## src/rtl/ddr3_ui_master_if.sv

```systemverilog
// Bundle of the DDR3 UI command/write/read channels and the user-side
// request/data channels of ddr3_ui_master. Signal names keep the
// i_/o_ direction as seen from the master.
interface ddr3_ui_master_if #(
    parameter int MEM_ADDR_DEPTH = 28,
    parameter int COUNT_WIDTH    = 16
);
    // DDR3 UI side
    logic                      i_app_phy_init_done;
    logic                      i_app_rdy;
    logic                      i_app_wdf_rdy;
    logic                      o_app_en;
    logic [2:0]                o_app_cmd;
    logic [MEM_ADDR_DEPTH-1:0] o_app_addr;
    logic                      o_app_wdf_wren;
    logic                      o_app_wdf_end;
    logic [31:0]               o_app_wdf_data;
    logic                      i_app_rd_data_valid;
    logic                      i_app_rd_data_end;
    logic [31:0]               i_app_rd_data;

    // user request side
    logic                      i_req_stb;
    logic                      i_req_write;
    logic [MEM_ADDR_DEPTH-1:0] i_req_addr;
    logic [COUNT_WIDTH-1:0]    i_req_count;
    logic                      o_req_ack;
    logic                      o_busy;

    // user data side
    logic [31:0]               i_wr_data;
    logic                      i_wr_valid;
    logic                      o_wr_ready;
    logic [31:0]               o_rd_data;
    logic                      o_rd_valid;
    logic                      o_done;

    modport master (
        input  i_app_phy_init_done, i_app_rdy, i_app_wdf_rdy,
        output o_app_en, o_app_cmd, o_app_addr,
        output o_app_wdf_wren, o_app_wdf_end, o_app_wdf_data,
        input  i_app_rd_data_valid, i_app_rd_data_end, i_app_rd_data,
        input  i_req_stb, i_req_write, i_req_addr, i_req_count,
        output o_req_ack, o_busy,
        input  i_wr_data, i_wr_valid,
        output o_wr_ready, o_rd_data, o_rd_valid, o_done
    );

    modport slave (
        output i_app_phy_init_done, i_app_rdy, i_app_wdf_rdy,
        input  o_app_en, o_app_cmd, o_app_addr,
        input  o_app_wdf_wren, o_app_wdf_end, o_app_wdf_data,
        output i_app_rd_data_valid, i_app_rd_data_end, i_app_rd_data,
        output i_req_stb, i_req_write, i_req_addr, i_req_count,
        input  o_req_ack, o_busy,
        output i_wr_data, i_wr_valid,
        input  o_wr_ready, o_rd_data, o_rd_valid, o_done
    );
endinterface

```

## src/rtl/ddr3_ui_master.sv

```systemverilog
// DDR3 UI master: turns one user request (start address, command count,
// direction) into a run of 2-beat UI write or read commands, streaming
// write beats from the user and returning read beats to the user.
module ddr3_ui_master #(
    parameter int MEM_ADDR_DEPTH = 28,
    parameter int COUNT_WIDTH    = 16,
    parameter int ADDR_STEP      = 8
) (
    input  logic ui_clk,
    input  logic rst_n,
    ddr3_ui_master_if.master bus
);

    typedef enum logic [2:0] {
        S_IDLE,
        S_WR_CMD,
        S_WR_DATA,
        S_RD_CMD,
        S_RD_WAIT,
        S_DONE
    } state_t;

    state_t                    r_state;
    state_t                    w_state_next;

    logic [MEM_ADDR_DEPTH-1:0] r_addr;
    logic [COUNT_WIDTH-1:0]    r_cmd_left;    // commands still to be issued
    logic [COUNT_WIDTH:0]      r_beats_left;  // read beats still expected (2*count fits)
    logic                      r_beat_sel;    // 0 = first beat of a write command, 1 = second
    logic                      r_req_ack;
    logic                      r_rd_valid;
    logic [31:0]               r_rd_data;

    logic w_req_accept;
    logic w_app_en;
    logic w_cmd_accept;
    logic w_in_wdata;
    logic w_wren;
    logic w_rd_window;
    logic w_rd_beat;
    logic w_last_beat;

    assign w_req_accept = (r_state == S_IDLE) && bus.i_req_stb && bus.i_app_phy_init_done;
    assign w_app_en     = (r_state == S_WR_CMD) || (r_state == S_RD_CMD);
    assign w_cmd_accept = w_app_en && bus.i_app_rdy;
    assign w_in_wdata   = (r_state == S_WR_DATA);
    assign w_wren       = w_in_wdata && bus.i_wr_valid && bus.i_app_wdf_rdy;
    assign w_rd_window  = (r_state == S_RD_CMD) || (r_state == S_RD_WAIT);
    assign w_rd_beat    = w_rd_window && bus.i_app_rd_data_valid;
    // completion is decided purely by the beat count; the UI end flag is not trusted
    assign w_last_beat  = w_rd_beat && (r_beats_left == (COUNT_WIDTH+1)'(1));

    // State register
    always_ff @(posedge ui_clk or negedge rst_n) begin
        if (!rst_n) r_state <= S_IDLE;
        else        r_state <= w_state_next;
    end

    // Next-state logic
    always_comb begin
        w_state_next = r_state;
        case (r_state)
            S_IDLE: begin
                if (w_req_accept) begin
                    if (bus.i_req_count == '0) w_state_next = S_DONE;
                    else if (bus.i_req_write)  w_state_next = S_WR_CMD;
                    else                       w_state_next = S_RD_CMD;
                end
            end
            S_WR_CMD: begin
                if (w_cmd_accept) w_state_next = S_WR_DATA;
            end
            S_WR_DATA: begin
                // r_cmd_left was already decremented when this command was accepted
                if (w_wren && r_beat_sel)
                    w_state_next = (r_cmd_left != '0) ? S_WR_CMD : S_DONE;
            end
            S_RD_CMD: begin
                if (w_last_beat)
                    w_state_next = S_DONE;
                else if (w_cmd_accept && (r_cmd_left == COUNT_WIDTH'(1)))
                    w_state_next = S_RD_WAIT;
            end
            S_RD_WAIT: begin
                if (w_last_beat) w_state_next = S_DONE;
            end
            S_DONE: w_state_next = S_IDLE;
            default: w_state_next = S_IDLE;
        endcase
    end

    // Address, command and beat bookkeeping
    always_ff @(posedge ui_clk or negedge rst_n) begin
        if (!rst_n) begin
            r_addr       <= '0;
            r_cmd_left   <= '0;
            r_beats_left <= '0;
            r_beat_sel   <= 1'b0;
        end else if (w_req_accept) begin
            r_addr       <= bus.i_req_addr;
            r_cmd_left   <= bus.i_req_count;
            r_beats_left <= {bus.i_req_count, 1'b0};
            r_beat_sel   <= 1'b0;
        end else begin
            if (w_cmd_accept) begin
                r_addr     <= r_addr + MEM_ADDR_DEPTH'(ADDR_STEP);
                r_cmd_left <= r_cmd_left - COUNT_WIDTH'(1);
            end
            if (w_wren)
                r_beat_sel <= ~r_beat_sel;
            if (w_rd_beat && (r_beats_left != '0))
                r_beats_left <= r_beats_left - (COUNT_WIDTH+1)'(1);
        end
    end

    // Request acknowledge pulse, one cycle after acceptance
    always_ff @(posedge ui_clk or negedge rst_n) begin
        if (!rst_n) r_req_ack <= 1'b0;
        else        r_req_ack <= w_req_accept;
    end

    // Read beat return path, one cycle of latency
    always_ff @(posedge ui_clk or negedge rst_n) begin
        if (!rst_n) begin
            r_rd_valid <= 1'b0;
            r_rd_data  <= '0;
        end else begin
            r_rd_valid <= w_rd_beat;
            if (w_rd_beat) r_rd_data <= bus.i_app_rd_data;
        end
    end

    assign bus.o_app_en       = w_app_en;
    assign bus.o_app_cmd      = (r_state == S_RD_CMD) ? 3'b001 : 3'b000;
    assign bus.o_app_addr     = r_addr;
    assign bus.o_app_wdf_wren = w_wren;
    assign bus.o_app_wdf_end  = w_wren && r_beat_sel;
    assign bus.o_app_wdf_data = w_in_wdata ? bus.i_wr_data : 32'h0;
    assign bus.o_wr_ready     = w_in_wdata && bus.i_app_wdf_rdy;
    assign bus.o_req_ack      = r_req_ack;
    assign bus.o_busy         = (r_state != S_IDLE);
    assign bus.o_rd_data      = r_rd_data;
    assign bus.o_rd_valid     = r_rd_valid;
    assign bus.o_done         = (r_state == S_DONE);

endmodule

```

## src/flat_wrapper.sv

```systemverilog
// flat-port wrapper written by rule: the top's interface ports become plain ports
module ddr3_ui_master_flat 
#(
    parameter int MEM_ADDR_DEPTH = 28,
    parameter int COUNT_WIDTH    = 16,
    parameter int ADDR_STEP      = 8
)
  (ui_clk, rst_n, bus_i_app_phy_init_done, bus_i_app_rdy, bus_i_app_wdf_rdy, bus_o_app_en, bus_o_app_cmd, bus_o_app_addr, bus_o_app_wdf_wren, bus_o_app_wdf_end, bus_o_app_wdf_data, bus_i_app_rd_data_valid, bus_i_app_rd_data_end, bus_i_app_rd_data, bus_i_req_stb, bus_i_req_write, bus_i_req_addr, bus_i_req_count, bus_o_req_ack, bus_o_busy, bus_i_wr_data, bus_i_wr_valid, bus_o_wr_ready, bus_o_rd_data, bus_o_rd_valid, bus_o_done);
  ddr3_ui_master_if #(.MEM_ADDR_DEPTH(MEM_ADDR_DEPTH), .COUNT_WIDTH(COUNT_WIDTH)) bus_i ();
  input  logic ui_clk;
  input  logic rst_n;
  input wire logic [$bits(bus_i.i_app_phy_init_done)-1:0] bus_i_app_phy_init_done;
  input wire logic [$bits(bus_i.i_app_rdy)-1:0] bus_i_app_rdy;
  input wire logic [$bits(bus_i.i_app_wdf_rdy)-1:0] bus_i_app_wdf_rdy;
  output wire logic [$bits(bus_i.o_app_en)-1:0] bus_o_app_en;
  output wire logic [$bits(bus_i.o_app_cmd)-1:0] bus_o_app_cmd;
  output wire logic [$bits(bus_i.o_app_addr)-1:0] bus_o_app_addr;
  output wire logic [$bits(bus_i.o_app_wdf_wren)-1:0] bus_o_app_wdf_wren;
  output wire logic [$bits(bus_i.o_app_wdf_end)-1:0] bus_o_app_wdf_end;
  output wire logic [$bits(bus_i.o_app_wdf_data)-1:0] bus_o_app_wdf_data;
  input wire logic [$bits(bus_i.i_app_rd_data_valid)-1:0] bus_i_app_rd_data_valid;
  input wire logic [$bits(bus_i.i_app_rd_data_end)-1:0] bus_i_app_rd_data_end;
  input wire logic [$bits(bus_i.i_app_rd_data)-1:0] bus_i_app_rd_data;
  input wire logic [$bits(bus_i.i_req_stb)-1:0] bus_i_req_stb;
  input wire logic [$bits(bus_i.i_req_write)-1:0] bus_i_req_write;
  input wire logic [$bits(bus_i.i_req_addr)-1:0] bus_i_req_addr;
  input wire logic [$bits(bus_i.i_req_count)-1:0] bus_i_req_count;
  output wire logic [$bits(bus_i.o_req_ack)-1:0] bus_o_req_ack;
  output wire logic [$bits(bus_i.o_busy)-1:0] bus_o_busy;
  input wire logic [$bits(bus_i.i_wr_data)-1:0] bus_i_wr_data;
  input wire logic [$bits(bus_i.i_wr_valid)-1:0] bus_i_wr_valid;
  output wire logic [$bits(bus_i.o_wr_ready)-1:0] bus_o_wr_ready;
  output wire logic [$bits(bus_i.o_rd_data)-1:0] bus_o_rd_data;
  output wire logic [$bits(bus_i.o_rd_valid)-1:0] bus_o_rd_valid;
  output wire logic [$bits(bus_i.o_done)-1:0] bus_o_done;
  assign bus_i.i_app_phy_init_done = bus_i_app_phy_init_done;
  assign bus_i.i_app_rdy = bus_i_app_rdy;
  assign bus_i.i_app_wdf_rdy = bus_i_app_wdf_rdy;
  assign bus_o_app_en = bus_i.o_app_en;
  assign bus_o_app_cmd = bus_i.o_app_cmd;
  assign bus_o_app_addr = bus_i.o_app_addr;
  assign bus_o_app_wdf_wren = bus_i.o_app_wdf_wren;
  assign bus_o_app_wdf_end = bus_i.o_app_wdf_end;
  assign bus_o_app_wdf_data = bus_i.o_app_wdf_data;
  assign bus_i.i_app_rd_data_valid = bus_i_app_rd_data_valid;
  assign bus_i.i_app_rd_data_end = bus_i_app_rd_data_end;
  assign bus_i.i_app_rd_data = bus_i_app_rd_data;
  assign bus_i.i_req_stb = bus_i_req_stb;
  assign bus_i.i_req_write = bus_i_req_write;
  assign bus_i.i_req_addr = bus_i_req_addr;
  assign bus_i.i_req_count = bus_i_req_count;
  assign bus_o_req_ack = bus_i.o_req_ack;
  assign bus_o_busy = bus_i.o_busy;
  assign bus_i.i_wr_data = bus_i_wr_data;
  assign bus_i.i_wr_valid = bus_i_wr_valid;
  assign bus_o_wr_ready = bus_i.o_wr_ready;
  assign bus_o_rd_data = bus_i.o_rd_data;
  assign bus_o_rd_valid = bus_i.o_rd_valid;
  assign bus_o_done = bus_i.o_done;
  ddr3_ui_master #(.MEM_ADDR_DEPTH(MEM_ADDR_DEPTH), .COUNT_WIDTH(COUNT_WIDTH), .ADDR_STEP(ADDR_STEP)) u_core (.ui_clk(ui_clk), .rst_n(rst_n), .bus(bus_i));
endmodule
```

## config.mk

```make
export PLATFORM = sky130hd
export DESIGN_NAME = ddr3_ui_master_flat
export DESIGN_NICKNAME = d
export VERILOG_FILES = /design/src/rtl/ddr3_ui_master_if.sv /design/src/rtl/ddr3_ui_master.sv /design/src/flat_wrapper.sv
export SDC_FILE = /design/constraint.sdc
export NUM_CORES = 1
export LEC_CHECK = 0
export ABC_AREA = 0
export CAP_MARGIN = 40
export CORE_AREA = 4 4 121 123
export CTS_BUF_LIST = sky130_fd_sc_hd__clkbuf_8
export DETAILED_ROUTE_END_ITERATION = 16
export DIE_AREA = 0 0 125 127
export DONT_BUFFER_PORTS = 1
export PLACE_DENSITY_LB_ADDON = 0.3
export SYNTH_ARGS = -nofsm -noshare
export SYNTH_HDL_FRONTEND = slang
export SYNTH_SLANG_ARGS = --single-unit
```

## constraint.sdc

```tcl
create_clock -name ui_clk -period 3.15 [get_ports ui_clk]
set_clock_uncertainty 0.05 [all_clocks]
set_input_delay 0.4725 -clock ui_clk [delete_from_list [all_inputs] [get_ports ui_clk]]
set_output_delay 0.4725 -clock ui_clk [all_outputs]
set_load 0.02 [all_outputs]
```

### After elaboration in Yosys (flattened, before gate mapping)

Index checks and enable logic that the tools add are counted.

| storage, ports and cells | value |
|---|---|
| bits in latches | 0 |
| memories | 0 |
| input bits | 118 |
| ROM bits | 0 |
| bits in writable memories | 0 |
| flip-flop bits (word level) | 99 |

| operators by class | value |
|---|---|
| bitwise logic cells | 1 |
| multiplexer cells | 20 |
| $lt $le $gt $ge | 0 |
| eq/ne operators | 12 |
| divide/modulo/power cells | 0 |
| reduce and logical (&&, ||, !) cells | 22 |
| $add $sub $neg | 3 |
| shifts and indexed selects | 0 |
| multiply operators | 0 |

Operators by type and width:

| cell | number |
|---|---|
| 28-bit two-way mux | 2 |
| 17-bit two-way mux | 2 |
| 16-bit two-way mux | 2 |
| 32-bit two-way mux | 1 |
| 28-bit by 4-bit adder with 28-bit output, second input constant | 1 |
| 3-bit two-way mux | 8 |
| 17-bit by 1-bit equality test with 1-bit output, second input constant | 1 |
| 17-bit nonzero test | 1 |
| 17-bit by 1-bit subtractor with 17-bit output, second input constant | 1 |
| 16-bit by 1-bit equality test with 1-bit output, second input constant | 1 |
| 16-bit logical NOT | 1 |
| 16-bit nonzero test | 1 |
| 16-bit by 1-bit subtractor with 16-bit output, second input constant | 1 |
| 3-bit one-hot mux with 5 select lines | 1 |
| 1-bit logical AND | 11 |
| 3-bit by 2-bit equality test with 1-bit output, second input constant | 2 |
| 3-bit equality test, second input constant | 2 |
| 2-bit by 1-bit != test with 1-bit output, second input constant | 3 |
| 2-bit nonzero test | 3 |
| 5-bit AND reduction | 1 |
| 3-bit by 1-bit equality test with 1-bit output, second input constant | 1 |
| 3-bit logical NOT | 1 |
| 1-bit two-way mux | 3 |
| 3-bit by 2-bit != test with 1-bit output, second input constant | 1 |
| other kinds (5) | 6 |

### Logic depth before layout (Yosys ltp)

Gate-level depths: netlist of run 1.

| logic depth | value |
|---|---|
| depth after elaboration | 7 |
| gate-level depth with buffers | 9 |
| depth with buffers taken out | 7 |

### Least setup slack after synthesis of run 1

Ideal clock, no wire load.

| timing path | value |
|---|---|
| kind | reg-to-output |
| start | reg u_core.r_state[1] |
| end | out bus_o_app_wdf_end |
| stages on the path, launching flop included | 5 |
| arrival time | 1.625 ns |
| required time | 2.627 ns |
| setup slack | 1.002 ns |
| path buffers | 0 |
| path through | dfrtp_1 -> inv_1 -> nor3_1 -> and3_1 -> and2_1 |

| between the ends | value |
|---|---|
| cells in the longest elaborated chain, start to end | 4 |

Ends and longest elaborated chain:

| item | line | source |
|---|---|---|
| start, declared | ddr3_ui_master.sv:23 | `state_t r_state;` |
| start signal, assigned | ddr3_ui_master.sv:56 | `else r_state <= w_state_next;` |
| 3-bit by 2-bit equality test with 1-bit output | ddr3_ui_master.sv:46 | `assign w_in_wdata = (r_state == S_WR_DATA);` |
| 1-bit logical AND (2 in a row) | ddr3_ui_master.sv:47 | `assign w_wren = w_in_wdata && bus.i_wr_valid && bus.i_app_wdf_rdy;` |
| via bus_o_app_wdf_wren | flat_wrapper.sv:18 | `output wire logic [$bits(bus_i.o_app_wdf_wren)-1:0] bus_o_app_wdf_wren;` |
| 1-bit logical AND | ddr3_ui_master.sv:137 | `assign bus.o_app_wdf_end = w_wren && r_beat_sel;` |
| end, declared | flat_wrapper.sv:19 | `output wire logic [$bits(bus_i.o_app_wdf_end)-1:0] bus_o_app_wdf_end;` |

The timed path passes the listed nets, and every way through them passes these cells.

### Final worst setup path of run 1

Same ends and word-level chain as after synthesis.

==> impl_metrics.tcl, run 1 <==
set metrics [dict create \
    status "finished clean" \
    fin_crit_ps 2560 \
    worstHoldPathCells 2 \
    drt-total-wl_mm 15.7 \
    regArea_mm2 0.00248 \
    r2r_end "u_core.r_beats_left[12]$_DFFE_PN0P_" \
    cts_root_buf "clkbuf_8" \
    r2r-start "u_core.r_state[0]$_DFFE_PN0P_" \
    ctsResizeCount 0 \
    netlist_area_mm2 0.00534 \
    port_buffers 0 \
    grt_antenna_before_repair 0 \
    fin_setup_tns_ps 0 \
    startpoint_type "flop" \
    rsz0062_at_grt "false" \
    die_area_mm2 0.0159 \
    drtIter0Drc 346 \
    path_class "flop to primary output" \
    leakage_nw 2.48 \
    cts_tree "yes" \
    dp_hpwl_mm 11.7 \
    hp-class "primary input to flop" \
    vias 4516 \
    cp_data_arrival_time_ps 2030 \
    hold_viol_final 0 \
    reg2reg_depth 6 \
    fin_nets 723 \
    vdd_drop_max_mv 0.372 \
    multi_input_area_mm2 0.00268 \
    cts_buffer_depth 2 \
    ys_ff_latch 99 \
    path_clk_slew_ps 110 \
    synth-edff-count 0 \
    core_area_mm2 0.0137 \
    hold_slack_ps 143 \
    wl_per_cell_um 20.0 \
    synth_cell_types 61 \
    grt_max_degree 100 \
    grt_pass1_wl_mm 24.6 \
    synthCells 608 \
    slew_viol_final 0 \
    numCtsBuffers 9 \
    period_share_pct 81.2 \
    hold-path-endpoint "u_core.bus.o_app_addr[0]$_DFFE_PN0P_" \
    route.antenna.remaining_nets 0 \
    synth_top_flop_cell "dfrtp_1" \
    drt_first_pass_iters 4 \
    synth.yosys.warnings 0 \
    cts.htree.levels 3 \
    viasPerCell 5.77 \
    async_flop_share_pct 100 \
    max-cap-violations 0 \
    rows 43 \
    setup_viol 0 \
    cts.sinks 99 \
    worstPathRequired_ps 2630 \
    layout-drive-gt1-share_pct 6.30 \
    cp_max_fo 6 \
    endpoint_kind "primary output" \
    relSlewSlack_pct 40.6 \
    die_height_um 127 \
    max_slew.worst_pin.slew_ps 888 \
    start_util_pct 39.1 \
    clkLatencyLatePin_ps 380 \
    fmax_mhz 391 \
    grtUsageTotal_pct 19.3 \
    nFillCells 1387 \
    gp_congestion 0.860 \
    die_w_um 125 \
    drc 0 \
    synth.yosys.seq_area_share_pct 46.4 \
    fin_util_pct 41.9 \
    power_density_mw_per_mm2 1020 \
    grt_pass1_vias 4498 \
    grt_overflow 0 \
    holdCritStartpoint "bus_i_req_addr[0]" \
    syn_to_final_growth_pct 7.20 \
    diodes 0 \
    io_pins 221 \
    r2r_slack_ps 740 \
    syn_avg_cell_area_um2 8.78 \
]
final cells by class:
type	count	area share (%)
well taps	180	3.94
multi-input cells	466	46.8
flip-flops and latches	99	43.3
clock buffers	10	2.41
repair buffers	11	1.84
clock inverters	6	0.984
inverters	11	0.722
report_power, final:
part | internal, W | switching, W
combinational | 0.000759 | 0.00123
sequential | 0.00186 | 0.00116
clock | 0.000385 | 0.000464
critical path, cell delays in order (launching register included):
cell	delay [ps]
dfrtp_1	470
inv_1	170
nor3_2	270
and3_1	420
and2_1	340
cells in the mapped netlist, types with 11 or more instances:
master / n / area, µm²
a21oi_1: 12 / 60.1
and2_1: 37 / 231
clkbuf_1: 21 / 78.8
dfrtp_1: 99 / 2480
nand2_1: 161 / 604
nand3_1: 18 / 90.1
nor2_1: 28 / 105
nor3_1: 13 / 65.1
nor4_1: 11 / 68.8
o211ai_1: 15 / 113
o21ai_0: 25 / 125
cells in the final DEF, fill, tap and decap left out, types with 10 or more instances in the layout:
cell / synthesis / final
nor3_1: 13 / 12
xor2_1: 10 / 10
nand3_1: 18 / 18
and2_1: 37 / 37
a21oi_1: 12 / 12
nand2_1: 161 / 161
nor4_1: 11 / 11
o21ai_0: 25 / 25
nor2_1: 28 / 28
dfrtp_1: 99 / 99
o211ai_1: 15 / 15
xnor2_1: 10 / 10
inv_1: 9 / 11
clkbuf_8: 0 / 10
metrics by stage:
step	cells	setup slack (ps)	instance area (µm²)	power (W)
after floorplan	609	1000	5340	0.00442
after global placement	765	773	5490	0.00490
after detailed placement	765	767	5490	0.00500
after CTS	783	582	5720	0.00589
after global routing	783	507	5720	0.00630
final	783	593	5720	0.00585
kinds of logic after synthesis:
logic type | Yosys count | share of synthesized area [%]
AO/OA/AOI/OAI | 110 | 14.4
XOR/XNOR | 20 | 3.28
adder cells (fa/ha/maj) | 7 | 1.64
buffers and inverters | 44 | 3.56
flip-flops | 99 | 46.4
multiplexers | 5 | 0.961
other | 1 | 0.0703
AND/OR/NAND/NOR | 322 | 29.7
layer usage:
layer,vias to the layer above,global-route usage [%],routed length (µm)
met1,2216,22.8,6210
met4,0,5.87,225
li1,2110,-,-
met2,173,33.9,8020
met5,-,0,0
met3,17,5.98,1240
repair_timing:
action                    CTS  global route
buffers inserted            0             0
hold endpoints to repair   99             0
hold buffers                2             0
sequential cells by signal (all words and copies together), names as in the netlist:
register / cells
u_core.bus.o_rd_valid: 1
u_core.r_beat_sel: 1
u_core.bus.o_rd_data: 32
u_core.r_state: 3
u_core.r_beats_left: 17
u_core.r_cmd_left: 16
u_core.bus.o_req_ack: 1
u_core.bus.o_app_addr: 28
how the worst max path moves through the flow:
stage	end	cells past startpoint	from	slack, ps
2_1_floorplan	bus_o_app_wdf_end	4	u_core.r_state[1]$_DFFE_PN0P_	1000
3_3_place_gp	u_core.bus.o_app_addr[16]$_DFFE_PN0P_	6	u_core.r_state[0]$_DFFE_PN0P_	770
3_5_place_dp	u_core.bus.o_app_addr[16]$_DFFE_PN0P_	6	u_core.r_state[0]$_DFFE_PN0P_	770
4_1_cts	bus_o_app_wdf_end	4	u_core.r_state[1]$_DFFE_PN0P_	580
5_1_grt	bus_o_app_wdf_end	4	u_core.r_state[1]$_DFFE_PN0P_	510
6_report	bus_o_app_wdf_end	4	u_core.r_state[1]$_DFFE_PN0P_	590
(Power assumes the default switching activity.)
==> run 2, diff against run 1 <==
- clock period: 3.15 -> 2.6 ns (I/O delays scaled with it)
==> impl_metrics.tcl, run 2 (synthesized netlist as in run 1, its figures left out) <==
set metrics [dict create \
    vdd_drop_max_mv 0.446 \
    numCtsBuffers 9 \
    startpoint_type "flop" \
    viasPerCell 5.72 \
    hp-class "primary input to asynchronous set/reset pin" \
    pwr-share-seq_pct 50.0 \
    fin_setup_tns_ps 0 \
    switchingPower_w 0.00344 \
    dp.cells 774 \
    drt-total-wl_mm 15.7 \
    cts.sinks 99 \
    cts.htree.levels 3 \
    cp_max_fo 35 \
    combPwrFrac_pct 35.9 \
    fin_crit_ps 2370 \
    cts_tree "yes" \
    gp_congestion 0.844 \
    r2r_slack_ps 320 \
    final_common_cell "nand2_1" \
    period_share_pct 91.0 \
    nFillCells 1387 \
    diodes 0 \
    syn_to_final_growth_pct 8.06 \
    grt_antenna_before_repair 0 \
    r2r_end "u_core.bus.o_app_addr[16]$_DFFE_PN0P_" \
    worstPathRequired_ps 2160 \
    path_clk_slew_ps 100 \
    leakage_nw 2.49 \
    cts_buffer_depth 2 \
    path_class "flop to primary output" \
    power.internal_w 0.00369 \
    slew_viol_final 0 \
    setup_viol 0 \
    reg2reg_depth 7 \
    drtIter0Drc 350 \
    r2r-start "u_core.r_state[0]$_DFFE_PN0P_" \
    status "finished, violations left" \
    wl_per_cell_um 19.9 \
    grt_pass1_vias 4560 \
    regArea_mm2 0.00248 \
    hold_viol_final 99 \
    die_area_mm2 0.0159 \
    cp_data_arrival_time_ps 1930 \
    die_height_um 127 \
    io_pins 221 \
    die_w_um 125 \
    grtUsageTotal_pct 19.3 \
    vias 4517 \
    largest_reg_flops 32 \
    violations "negative hold slack" \
    route.antenna.remaining_nets 0 \
    drc 0 \
    start_util_pct 39.1 \
    endpoint_kind "primary output" \
    pwr-share-clk_pct 14.1 \
    multi_input_area_mm2 0.00268 \
    final_cells 790 \
    fmax_mhz 423 \
    power_density_mw_per_mm2 1240 \
    hold_slack_ps -351 \
    fin_util_pct 42.2 \
    grt_pass1_wl_mm 24.6 \
    dp_hpwl_mm 11.8 \
    layout-drive-gt1-share_pct 7.70 \
    rows 43 \
    rsz0062_at_grt "false" \
    drt_first_pass_iters 4 \
    core_area_mm2 0.0137 \
    port_buffers 0 \
    swShare_pct 48.2 \
    layout_common_cells "nand2_1, dfrtp_1, and2_1" \
    grt_overflow 0 \
    clkLatencyLatePin_ps 380 \
    max-cap-violations 0 \
    cts_root_buf "clkbuf_8" \
    grt_max_degree 100 \
    fin_nets 730 \
]
-- run 2: cell count changes in the layout (fill, tap and decap cells not counted), sizes merged --
cell,change
inv,-2
clkinvlp,+3
dlygate4sd3,-1
buf,+8
clkbuf,-1
-- run 2: per-layer routing --
layer  wire [µm]  vias to the layer above  track usage [%]
met1        6140                     2193             22.4
met4         236                        0             5.74
met3        1120                       16             5.69
li1            -                     2133                -
met5           0                        -                0
met2        8190                      175             34.8
-- run 2: final cells by class --
class,count,area share (%)
sequential,99,43.0
clock inverter,7,1.21
tap,180,3.90
timing repair buffer,18,2.62
clock buffer,9,2.15
inverter,11,0.716
multi-input combinational,466,46.4
-- run 2: power by group through the flow --
stage,clock (W),combinational [W],sequential [W]
2_1_floorplan,0,0.00196,0.00339
3_3_place_gp,0,0.00246,0.00355
3_5_place_dp,0,0.00257,0.00358
4_1_cts,0.00104,0.00258,0.00357
5_1_grt,0.00109,0.00290,0.00368
6_report,0.00100,0.00256,0.00356
-- run 2: stage by stage --
stage          worst slack [ps]  hold WS [ps]  power (W)  cell area (µm²)
3_5_place_dp                316          46.9    0.00616             5570
4_1_cts                     165          -373    0.00718             5760
2_1_floorplan               535          44.4    0.00535             5340
5_1_grt                    57.4          -382    0.00768             5770
6_report                    234          -351    0.00712             5770
3_3_place_gp                368          46.7    0.00602             5560
-- run 2: worst max-delay path by stage --
stage	startpoint	end	slack (ps)
5_1_grt	u_core.r_state[1]$_DFFE_PN0P_	bus_o_app_wdf_end	60
2_1_floorplan	u_core.r_state[1]$_DFFE_PN0P_	bus_o_app_wdf_end	530
4_1_cts	u_core.r_state[1]$_DFFE_PN0P_	bus_o_app_wdf_end	170
3_3_place_gp	u_core.r_state[0]$_DFFE_PN0P_	u_core.bus.o_app_addr[16]$_DFFE_PN0P_	370
3_5_place_dp	u_core.r_state[0]$_DFFE_PN0P_	u_core.bus.o_app_addr[16]$_DFFE_PN0P_	320
6_report	u_core.r_state[1]$_DFFE_PN0P_	bus_o_app_wdf_end	230
-- run 2: timing repair --
item / CTS / global route
gates resized for setup: 0 / 1
buffers inserted: 0 / 0
endpoints found under the hold margin: 99 / 99
setup endpoints to repair: 0 / 1
-- run 2: worst max-delay path: stages (launching register included) --
cell	delay (ps)
dfrtp_1	480
inv_1	160
nor3_2	220
buf_6	230
and3_1	210
and2_1	250
